`config.mk`:
```
export PLATFORM = sky130hd
export DESIGN_NAME = regbank_wr_arbiter
export DESIGN_NICKNAME = d
export VERILOG_FILES = /design/src/rtl/regarb_pkg.sv /design/src/rtl/regbank_wr_arbiter_rr_pick.sv /design/src/rtl/regbank_wr_arbiter.sv
export SDC_FILE = /design/constraint.sdc
export NUM_CORES = 1
export LEC_CHECK = 0
export BUFFER_PORTS_ARGS = -buffer_cell sky130_fd_sc_hd__buf_2
export CORE_MARGIN = 2
export CORE_UTILIZATION = 40
export DETAILED_ROUTE_END_ITERATION = 12
export HOLD_SLACK_MARGIN = 0.12
export PLACE_DENSITY = 0.79
export SLEW_MARGIN = 10
export SYNTH_ARGS = -nofsm -noshare
export SYNTH_HDL_FRONTEND = slang
export SYNTH_SLANG_ARGS = --single-unit
```
`constraint.sdc`:
```
create_clock -name CLK -period 2.8 [get_ports CLK]
set_input_delay 0 -clock CLK [delete_from_list [all_inputs] [get_ports CLK]]
set_output_delay 0 -clock CLK [all_outputs]
set_load 0.02 [all_outputs]
```
`src/rtl/regarb_pkg.sv`:
```
//------------------------------------------------------------------------------
// regarb_pkg : default sizes and a constant-evaluable clog2 for the arbiter.
// Rev 1.0
//------------------------------------------------------------------------------
`default_nettype none

package regarb_pkg;

  localparam int DEF_N_REQ = 4;
  localparam int DEF_N_REG = 8;
  localparam int DEF_DW    = 16;

  function automatic int clog2(input int v);
    int r;
    int x;
    r = 0;
    x = v - 1;
    while (x > 0) begin
      r = r + 1;
      x = x >> 1;
    end
    return r;
  endfunction

endpackage

`default_nettype wire

```
`src/rtl/regbank_wr_arbiter_rr_pick.sv`:
```
//------------------------------------------------------------------------------
// rr_pick : combinational round-robin search from a start pointer with wrap.
// Rev 1.0
//------------------------------------------------------------------------------
`default_nettype none

module rr_pick
  import regarb_pkg::*;
#(
  parameter int N  = DEF_N_REQ,
  parameter int PW = clog2(DEF_N_REQ)
) (
  input  logic [N-1:0]  elig_i,
  input  logic [PW-1:0] ptr_i,
  output logic [N-1:0]  onehot_o,
  output logic [PW-1:0] idx_o,
  output logic          valid_o
);

  int          k;
  logic [PW-1:0] k_idx;

  always_comb begin
    onehot_o = '0;
    idx_o    = '0;
    valid_o  = 1'b0;
    k        = 0;
    k_idx    = '0;
    for (int i = 0; i < N; i++) begin
      k     = (int'(ptr_i) + i) % N;
      k_idx = k[PW-1:0];
      if (!valid_o && elig_i[k_idx]) begin
        valid_o         = 1'b1;
        idx_o           = k_idx;
        onehot_o[k_idx] = 1'b1;
      end
    end
  end

endmodule

`default_nettype wire

```
`src/rtl/regbank_wr_arbiter.sv`:
```
//------------------------------------------------------------------------------
// regbank_wr_arbiter : round-robin single-port write arbiter for the register
// bank. Optional REGARB_PRIO0_EN gives requester 0 absolute priority. Rev 1.0
//------------------------------------------------------------------------------
`default_nettype none

module regbank_wr_arbiter
  import regarb_pkg::*;
#(
  parameter  int N_REQ = DEF_N_REQ,
  parameter  int N_REG = DEF_N_REG,
  parameter  int DW    = DEF_DW,
  localparam int AW    = clog2(N_REG),
  localparam int PW    = clog2(N_REQ)
) (
  input  logic                CLK,
  input  logic                reset,
  input  logic [N_REQ-1:0]    req,
  input  logic [N_REQ*AW-1:0] req_addr,
  input  logic [N_REQ*DW-1:0] req_data,
  output logic [N_REQ-1:0]    gnt,
  output logic [N_REG-1:0]    reg_en,
  output logic [DW-1:0]       reg_wdata,
  output logic                wr_err,
  output logic                busy
);

  logic [N_REQ-1:0] gnt_q,       gnt_d;
  logic [N_REG-1:0] reg_en_q,    reg_en_d;
  logic [DW-1:0]    reg_wdata_q, reg_wdata_d;
  logic             wr_err_q,    wr_err_d;
  logic [PW-1:0]    rr_ptr_q,    rr_ptr_d;

  logic [N_REQ-1:0] elig;
  logic [N_REQ-1:0] pick_oh;
  logic [PW-1:0]    pick_idx;
  logic             pick_vld;

  logic [N_REQ-1:0] win_oh;
  logic [PW-1:0]    win_idx;
  logic             win_vld;
  logic             prio_hit;
  logic [AW-1:0]    win_addr;

  // A requester whose grant is still on the outputs is not eligible again.
  assign elig = req & ~gnt_q;

  rr_pick #(
    .N  (N_REQ),
    .PW (PW)
  ) u_rr_pick (
    .elig_i   (elig),
    .ptr_i    (rr_ptr_q),
    .onehot_o (pick_oh),
    .idx_o    (pick_idx),
    .valid_o  (pick_vld)
  );

  always_comb begin
    win_oh   = pick_oh;
    win_idx  = pick_idx;
    win_vld  = pick_vld;
    prio_hit = 1'b0;
`ifdef REGARB_PRIO0_EN
    if (elig[0]) begin
      win_oh   = N_REQ'(1);
      win_idx  = '0;
      win_vld  = 1'b1;
      prio_hit = 1'b1;
    end
`endif
    win_addr = req_addr[win_idx*AW +: AW];

    gnt_d       = '0;
    reg_en_d    = '0;
    wr_err_d    = 1'b0;
    reg_wdata_d = reg_wdata_q;
    rr_ptr_d    = rr_ptr_q;
    if (win_vld) begin
      gnt_d       = win_oh;
      reg_wdata_d = req_data[win_idx*DW +: DW];
      if (int'(win_addr) < N_REG) begin
        reg_en_d = N_REG'(1) << win_addr;
      end else begin
        wr_err_d = 1'b1;
      end
      if (!prio_hit) begin
        rr_ptr_d = (int'(win_idx) == N_REQ - 1) ? '0 : win_idx + 1'b1;
      end
    end
  end

  always_ff @(posedge CLK) begin
    if (reset) begin
      gnt_q       <= '0;
      reg_en_q    <= '0;
      reg_wdata_q <= '0;
      wr_err_q    <= 1'b0;
      rr_ptr_q    <= '0;
    end else begin
      gnt_q       <= gnt_d;
      reg_en_q    <= reg_en_d;
      reg_wdata_q <= reg_wdata_d;
      wr_err_q    <= wr_err_d;
      rr_ptr_q    <= rr_ptr_d;
    end
  end

  assign gnt       = gnt_q;
  assign reg_en    = reg_en_q;
  assign reg_wdata = reg_wdata_q;
  assign wr_err    = wr_err_q;
  assign busy      = |req;

endmodule

`default_nettype wire
```
### Word-level counts from Yosys, hierarchy flattened

Index checks and enable logic that the tools add are counted.

| operators by class | value |
|---|---|
| muxes and demuxes | 29 |
| shift-type cells | 3 |
| multiply operators | 1 |
| equal/unequal tests | 1 |
| add/sub/neg operators | 4 |
| bitwise gates (word level) | 6 |
| order comparisons | 8 |
| reduce and logical (&&, ||, !) cells | 12 |

Operator list:

| operator | number |
|---|---|
| $shiftx 64x7->16 | 1 |
| $mux 4 | 4 |
| $lt 2x3->1 const B | 4 |
| $mux 1 | 12 |
| $or 4x4->4 | 3 |
| $shiftx 12x5->3 | 1 |
| $mux 2 | 5 |
| $bmux 1 s2 | 4 |
| $demux 1 s2 | 4 |
| $ge 2x1->1 const B | 4 |
| $shl 1x3->8 const A | 1 |
| $logic_and 1x1->1 | 7 |
| $add 2x1->2 const B | 2 |
| $add 2x2->2 const B | 2 |
| $and 4x4->4 | 1 |
| $mul 2x2->4 const B | 1 |
| $not 4->4 | 1 |
| $reduce_or 4->1 | 1 |
| $logic_not 1->1 | 3 |
| $eq 2x1->1 const B | 1 |
| $reduce_or 2->1 | 1 |
| $not 1->1 | 1 |

| word-level totals | value |
|---|---|
| output and inout bits | 30 |
| flip-flop bits (word level) | 30 |
| logic and storage cells | 68 |
| input bits | 82 |

### Longest topological paths before layout

Gate-level depths: netlist of run 1.

| logic depth | value |
|---|---|
| depth in word-level cells | 17 |
| mapped depth | 13 |

### Cells and area by module

A second synthesis of run 1 with hierarchy kept.

| second synthesis, totals | value |
|---|---|
| cells, all modules | 163 |
| area total of the unflattened synthesis | 1965.6 um^2 |

Modules (own cells, without submodules):

| module | area each (um^2) | instances | cells each |
|---|---|---|---|
| regbank_wr_arbiter | 1546.5 | 1 | 118 |
| rr_pick | 419.2 | 1 | 45 |

### Worst setup path after synthesis of run 1

OpenSTA, ideal clock, no wires.

| timing | value |
|---|---|
| path type | register to register |
| start | register rr_ptr_q[0] |
| end | register reg_wdata_q[14] (netlist: reg_wdata[14]) |
| stages on the path, launching flop included | 13 |
| path slack | 0.096 ns |
| period minus slack after synthesis | 2.704 ns |
| data arrival time | 2.629 ns |
| path buffers | 4 |
| required time | 2.726 ns |
| cells stage by stage | dfxtp_1 -> buf_2 -> inv_1 -> ha_1 -> clkbuf_1 -> a21oi_1 -> o221ai_1 -> o21a_1 -> buf_2 -> buf_1 -> nand2_1 -> a311o_1 -> a31oi_1 |

| on the way | value |
|---|---|
| word-level cells in the longest chain between the ends | 13 |

RTL lines:

| item | line | RTL |
|---|---|---|
| from (decl) | regbank_wr_arbiter.sv:32 | `logic [PW-1:0] rr_ptr_q, rr_ptr_d;` |
| from (signal assigned) | regbank_wr_arbiter.sv:105 | `rr_ptr_q <= rr_ptr_d;` |
| parallel branches: the longest is 13 deep, another holds $add 2x1->2 | - |  |
| to (signal assigned) | regbank_wr_arbiter.sv:103 | `reg_wdata_q <= reg_wdata_d;` |
| to (decl) | regbank_wr_arbiter.sv:30 | `logic [DW-1:0] reg_wdata_q, reg_wdata_d;` |

Several ways; the timed one is not identified. The select of a mux whose other input is x is not followed.
A chain may end at the register's enable or synchronous reset.

### Worst setup path in the final report of run 1

| timing | value |
|---|---|
| start | register rr_ptr_q[1] |
| end | register reg_wdata_q[14] (netlist: reg_wdata[14]) |

The elaborated chain is that of the path after synthesis.

==> impl_metrics.py, run 1 <==
metrics = {
    "synth": {
        "syn_inst": 278,
        "synthMuxAreaShare": 0.03167,
        "synth_top_family_by_area": "simple AND/OR/NAND/NOR gates",
        "avgSynthCellArea_um2": 7.390,
        "yosys.area_share.simple": 0.3143,
        "synth-main-ff-cell": "dfxtp_1",
        "synth_nets": 368,
        "synthDominantCellAreaShare": 0.2923,
        "synth_xor_area_frac": 0,
        "synth-adder-area-share": 0.04872,
        "ys_seq_area_frac": 0.2923,
        "synth.ff_latch_count": 30,
        "synth_area_leaders": "dfxtp_1, nand2_1, a311o_1",
        "synth_cell_types": 43,
        "yosysWarnings": 0,
        "yosysTopAreaCell": "dfxtp_1",
        "synth_edf_count": 0,
        "synth-async-reset-ratio": 0,
        "syn_area_um2": 2054,
        "synth-compound-area-share": 0.2515,
    },
    "power_and_ir_drop": {
        "peakVddDrop_uv": 852.3,
        "p_total_mw": 3.483,
        "leakage_nw": 1.583,
        "p_per_area_nw_per_um2": 1019,
    },
    "final_layout": {
        "nNetsFinal": 535,
        "drive_above_1_share": 0.3004,
        "final_util": 0.6782,
        "stdcell_count": 517,
        "finalInstanceArea_um2": 3420,
        "layout_commonest_cell": "buf_2",
        "area_growth_pct": 66.44,
        "n_fill_cell": 358,
        "final_cell_mix": "buf_2, nand2_1, dlygate4sd3_1, dfxtp_1",
    },
    "job": {
        "maxCapViolCount": 0,
    },
    "place": {
        "place_hpwl_um": 4505,
        "postPlaceCellArea_um2": 2671,
        "portBuffers": 110,
        "post-place-ws_ns": 0.2540,
        "gp_congestion": 0.8744,
        "placed_cells_incl_taps": 444,
    },
    "sta": {
        "fin_setup_tns_ns": 0,
        "setup_viol_count_final": 0,
        "final_hold_viol_count": 0,
        "fin_hold_ws_ns": 0.1247,
        "skew_ns": 0.002677,
        "period_minus_slack_ns": 2.639,
        "slew_headroom": 0.5261,
        "fmax_ghz": 0.3790,
        "tightest_slew_ns": 0.7089,
        "min_period_over_period": 0.9423,
        "rsz0062_at_grt": "false",
        "drv_slew": 0,
        "worst_slack_ns": 0.1615,
    },
    "clocking": {
        "cts.sinks": 30,
        "clk_pin_slew_worst_paths_ns": 0.07,
        "cts_root_buf": "clkbuf_8",
        "h-tree-depth": 2,
        "cts_buffers": 5,
        "cts_tree": "built",
        "clk_latency_ns": 0.29,
        "cts_buffer_depth": 2,
        "post-cts-setup-buffer-count": 0,
    },
    "floorplanning": {
        "die-area_um2": 5725,
        "die_x_um": 75.67,
        "fp.coreArea_um2": 5042,
        "rows": 26,
        "start_util": 0.4074,
        "ioPinCount": 112,
        "die_h_um": 75.67,
    },
    "worst_setup_path": {
        "required_ns": 2.93,
        "critical_path_class": "reg2reg",
        "critPathMaxFanout": 26,
        "worstPathArrival_ns": 2.77,
        "crit_path_end_kind": "flip-flop",
        "cp-start-kind": "flip-flop",
        "rr_worst_depth": 10,
    },
    "detailed_routing": {
        "first_pass_iters": 5,
        "drt_iter0_markers": 330,
        "totalWireLength_um": 9049,
        "drc": 0,
        "routedWlPerCell_um": 17.50,
        "vias_per_cell": 5.824,
        "vias": 3011,
        "detail-route-antenna-nets": 0,
    },
    "global_route": {
        "grt_max_degree": 45,
        "grtUsageMet1": 0.3784,
        "grt-ovfl-total": 0,
        "busiest_layer": "met2",
        "grt_pass1_wl_um": 13330,
        "antenna_found_initial": 0,
        "grtUsageMet2": 0.4831,
        "grt_pass1_vias": 2796,
        "gr-usage-met3": 0.1019,
        "grt_usage": 0.3129,
    },
    "worst_hold_path": {
        "hold_path_class": "in2reg",
        "whs_path_depth": 4,
    },
    "status": {
        "status": "finished, final reports clean",
    },
}
report_power, final:
group          switching, mW  total (mW)  leakage (nW)  internal [mW]
logic                   1.49        2.40          1.29          0.912
clock network          0.188       0.386        0.0472          0.198
registers             0.0959       0.693         0.248          0.597
total                   1.78        3.48          1.58           1.71
logic make-up after synthesis:
| group | Yosys count |
|---|---|
| simple gates | 141 |
| buf+inv | 23 |
| fa+ha+maj | 8 |
| other cells | 1 |
| mux | 4 |
| flops | 30 |
| compound gates | 71 |
cell type report:
type	instances	area [um^2]	share of cell area
multi-input cells	225	1345	0.3933
well taps	70	87.58	0.02561
clock inverters	2	12.51	0.003659
clock buffers	6	82.58	0.02415
repair buffers	181	1281	0.3747
inverters	2	7.507	0.002195
flip-flops and latches	30	600.6	0.1756
diodes	1	2.502	0.0007318
cells in the mapped netlist, types with 5 or more instances:
library cell	number
a22oi_1	5
a311o_1	16
a31oi_1	20
clkbuf_1	10
dfxtp_1	30
ha_1	8
nand2_1	77
nand2b_1	6
nor2_1	20
nor2b_1	5
nor3_1	11
o22ai_1	8
flip-flops by register name (all words and copies together) (netlist names):
name	cells
reg_wdata	16
rr_ptr_q	2
reg_en	8
gnt	4
critical path, stage by stage, from the launching register on:
cell	delay, ns
dfxtp_1	0.34
inv_2	0.08
ha_1	0.44
nand2b_1	0.15
nor4_1	0.04
o21ai_0	0.21
nand2_1	0.16
o32a_1	0.29
buf_12	0.20
nor2_4	0.36
a31oi_1	0.21
layer usage:
metal	part of all wire	wire (um)
met3	0.12	1059
met1	0.37	3320
met4	0.050	451
met2	0.47	4218
met5	0	0
path summary, 6_finish.rpt:
| kind | to | start | slack (ns) |
|---|---|---|---|
| worst min-delay path | reg_en[3]$_SDFF_PP0_ | req_addr[2] | 0.12 |
| worst max register to register | reg_wdata[14]$_SDFFE_PP0P_ | rr_ptr_q[1]$_SDFFE_PP0P_ | 0.16 |
| worst min register to register | reg_wdata[7]$_SDFFE_PP0P_ | reg_wdata[7]$_SDFFE_PP0P_ | 0.60 |
| worst max-delay path | reg_wdata[14]$_SDFFE_PP0P_ | rr_ptr_q[1]$_SDFFE_PP0P_ | 0.16 |
repair_timing:
item / 4_1_cts / 5_1_grt
gates resized for setup: 0 / 2
endpoints found under the hold margin: 16 / 0
hold buffers: 64 / 0
endpoints found under the setup margin: 0 / 4
Note: power is estimated with default switching activity, not from simulation.
==> run 2: changes to the inputs <==
Settings changed: PLACE_DENSITY 0.79 to 0.76.
==> run 2 against run 1 <==
Cell count grew 0.39%. Worst hold slack gained 0.014 ns. Power shrank 2.2%. Highest routed layer unchanged.
==> impl_metrics.py, run 2 (synthesis results as in run 1) <==
metrics = {
    "sta": {
        "rsz0062_at_grt": "false",
        "slew_headroom": 0.5449,
        "period_minus_slack_ns": 2.571,
        "worst_slack_ns": 0.2291,
        "min_period_over_period": 0.9182,
        "fin_hold_ws_ns": 0.1382,
        "setup_viol_count_final": 0,
        "fin_setup_tns_ns": 0,
        "skew_ns": 0.006402,
        "drv_slew": 0,
        "tightest_slew_ns": 0.6808,
        "final_hold_viol_count": 0,
        "fmax_ghz": 0.3890,
    },
    "detailed_routing": {
        "vias_per_cell": 5.495,
        "totalWireLength_um": 8112,
        "vias": 2852,
        "drt_iter0_markers": 229,
        "drc": 0,
        "routedWlPerCell_um": 15.63,
        "first_pass_iters": 7,
        "detail-route-antenna-nets": 0,
    },
    "power_and_ir_drop": {
        "p_seq_frac": 0.200,
        "p_int_mw": 1.717,
        "peakVddDrop_uv": 755.2,
        "p_total_mw": 3.406,
        "p_per_area_nw_per_um2": 993.8,
        "pwr-share-clk": 0.108,
        "p_switching_mw": 1.689,
        "power_frac_comb": 0.691,
        "switching_share": 0.4960,
        "leakage_nw": 1.593,
    },
    "place": {
        "gp_congestion": 0.8532,
        "placed_cells_incl_taps": 446,
        "postPlaceCellArea_um2": 2674,
        "post-place-ws_ns": 0.2566,
        "portBuffers": 110,
        "place_hpwl_um": 4386,
    },
    "worst_setup_path": {
        "r2r_setup_slack_ns": 0.23,
        "critical_path_class": "reg2reg",
        "required_ns": 2.95,
        "cp-startpoint": "rr_ptr_q[1]$_SDFFE_PP0P_",
        "rr_startpoint": "rr_ptr_q[1]$_SDFFE_PP0P_",
        "worstPathArrival_ns": 2.72,
        "worstReg2RegEnd": "reg_wdata[1]$_SDFFE_PP0P_",
        "critPathMaxFanout": 13,
        "cp-endpoint": "reg_wdata[1]$_SDFFE_PP0P_",
        "crit_path_end_kind": "flip-flop",
        "rr_worst_depth": 8,
        "cp-start-kind": "flip-flop",
    },
    "clocking": {
        "cts_root_buf": "clkbuf_8",
        "h-tree-depth": 2,
        "cts_tree": "built",
        "clk_latency_ns": 0.29,
        "cts_buffers": 5,
        "cts.sinks": 30,
        "cts_buffer_depth": 2,
        "clk_pin_slew_worst_paths_ns": 0.07,
    },
    "job": {
        "maxCapViolCount": 0,
    },
    "final_layout": {
        "ff_latch_area_um2": 600.6,
        "nNetsFinal": 538,
        "area_growth_pct": 66.81,
        "n_fill_cell": 397,
        "final_cell_mix": "buf_2, nand2_1, dlygate4sd3_1, dfxtp_1",
        "layout_commonest_cell": "buf_2",
        "stdcell_count": 519,
        "antenna_cells": 0,
        "multi_input_area_um2": 1345,
        "final_util": 0.6797,
        "drive_above_1_share": 0.3051,
        "finalInstanceArea_um2": 3427,
        "largest_reg_flops": 16,
    },
    "worst_hold_path": {
        "hold_path_class": "in2reg",
        "whs_path_depth": 4,
    },
    "global_route": {
        "grt-ovfl-total": 0,
        "grt_pass1_wl_um": 12390,
        "grt_pass1_vias": 2707,
        "grt_max_degree": 31,
        "antenna_found_initial": 0,
        "grt_usage": 0.2859,
    },
    "floorplanning": {
        "ioPinCount": 112,
        "start_util": 0.4074,
        "rows": 26,
        "die_x_um": 75.67,
        "die_h_um": 75.67,
        "fp.coreArea_um2": 5042,
        "die-area_um2": 5725,
    },
    "status": {
        "status": "finished, final reports clean",
    },
}
## run 2: changes by cell type in the layout (fill, tap and decap cells not counted), sizes merged
cell,delta
buf,+3
diode,-1
## run 2: power groups by stage
stage	Combinational, mW	Clock, mW	Sequential, mW
6_report	2.36	0.368	0.683
5_1_grt	2.55	0.389	0.697
4_1_cts	2.24	0.374	0.674
3_5_place_dp	2.17	0	0.682
3_3_place_gp	2.15	0	0.680
2_1_floorplan	1.42	0	0.875
## run 2: routing by layer
layer | vias to the layer above | GRT usage | wire length, um
li1 | 1348 | - | -
met1 | 1297 | 0.3563 | 3279
met2 | 176 | 0.4657 | 3828
met3 | 31 | 0.06481 | 753
met4 | 0 | 0.1404 | 251
met5 | - | 0 | 0
## run 2: critical path, stage by stage, from the launching register on
cell and delay [ns]:
dfxtp_1 0.34, inv_2 0.08, ha_1 0.44, mux4_2 0.36, nor3_2 0.35, o32a_1 0.34
buf_4 0.25, a311o_1 0.22, a31oi_1 0.05
## run 2: worst min path at each step
| stage | startpoint | end | slack, ns |
|---|---|---|---|
| after floorplan | req_data[6] | reg_wdata[6]$_SDFFE_PP0P_ | 0.14 |
| after global placement | req_data[6] | reg_wdata[6]$_SDFFE_PP0P_ | 0.25 |
| after detailed placement | req_data[6] | reg_wdata[6]$_SDFFE_PP0P_ | 0.25 |
| after CTS | req_addr[11] | reg_en[2]$_SDFF_PP0_ | 0.13 |
| after global routing | req_addr[0] | reg_en[3]$_SDFF_PP0_ | 0.16 |
| final | req_addr[11] | reg_en[1]$_SDFF_PP0_ | 0.14 |
## run 2: final cells by class
class | count | share of cell area
clock inverter | 2 | 0.003651
multi-input combinational | 225 | 0.3925
clock buffer | 6 | 0.02410
timing repair buffer | 184 | 0.3768
sequential | 30 | 0.1752
inverter | 2 | 0.002191
tap | 70 | 0.02556
## run 2: what timing repair did
action	in CTS	in global routing
endpoints found under the setup margin	0	3
gates resized for setup	0	2
endpoints found under the hold margin	16	0
buffers inserted	0	1
hold buffers	64	0
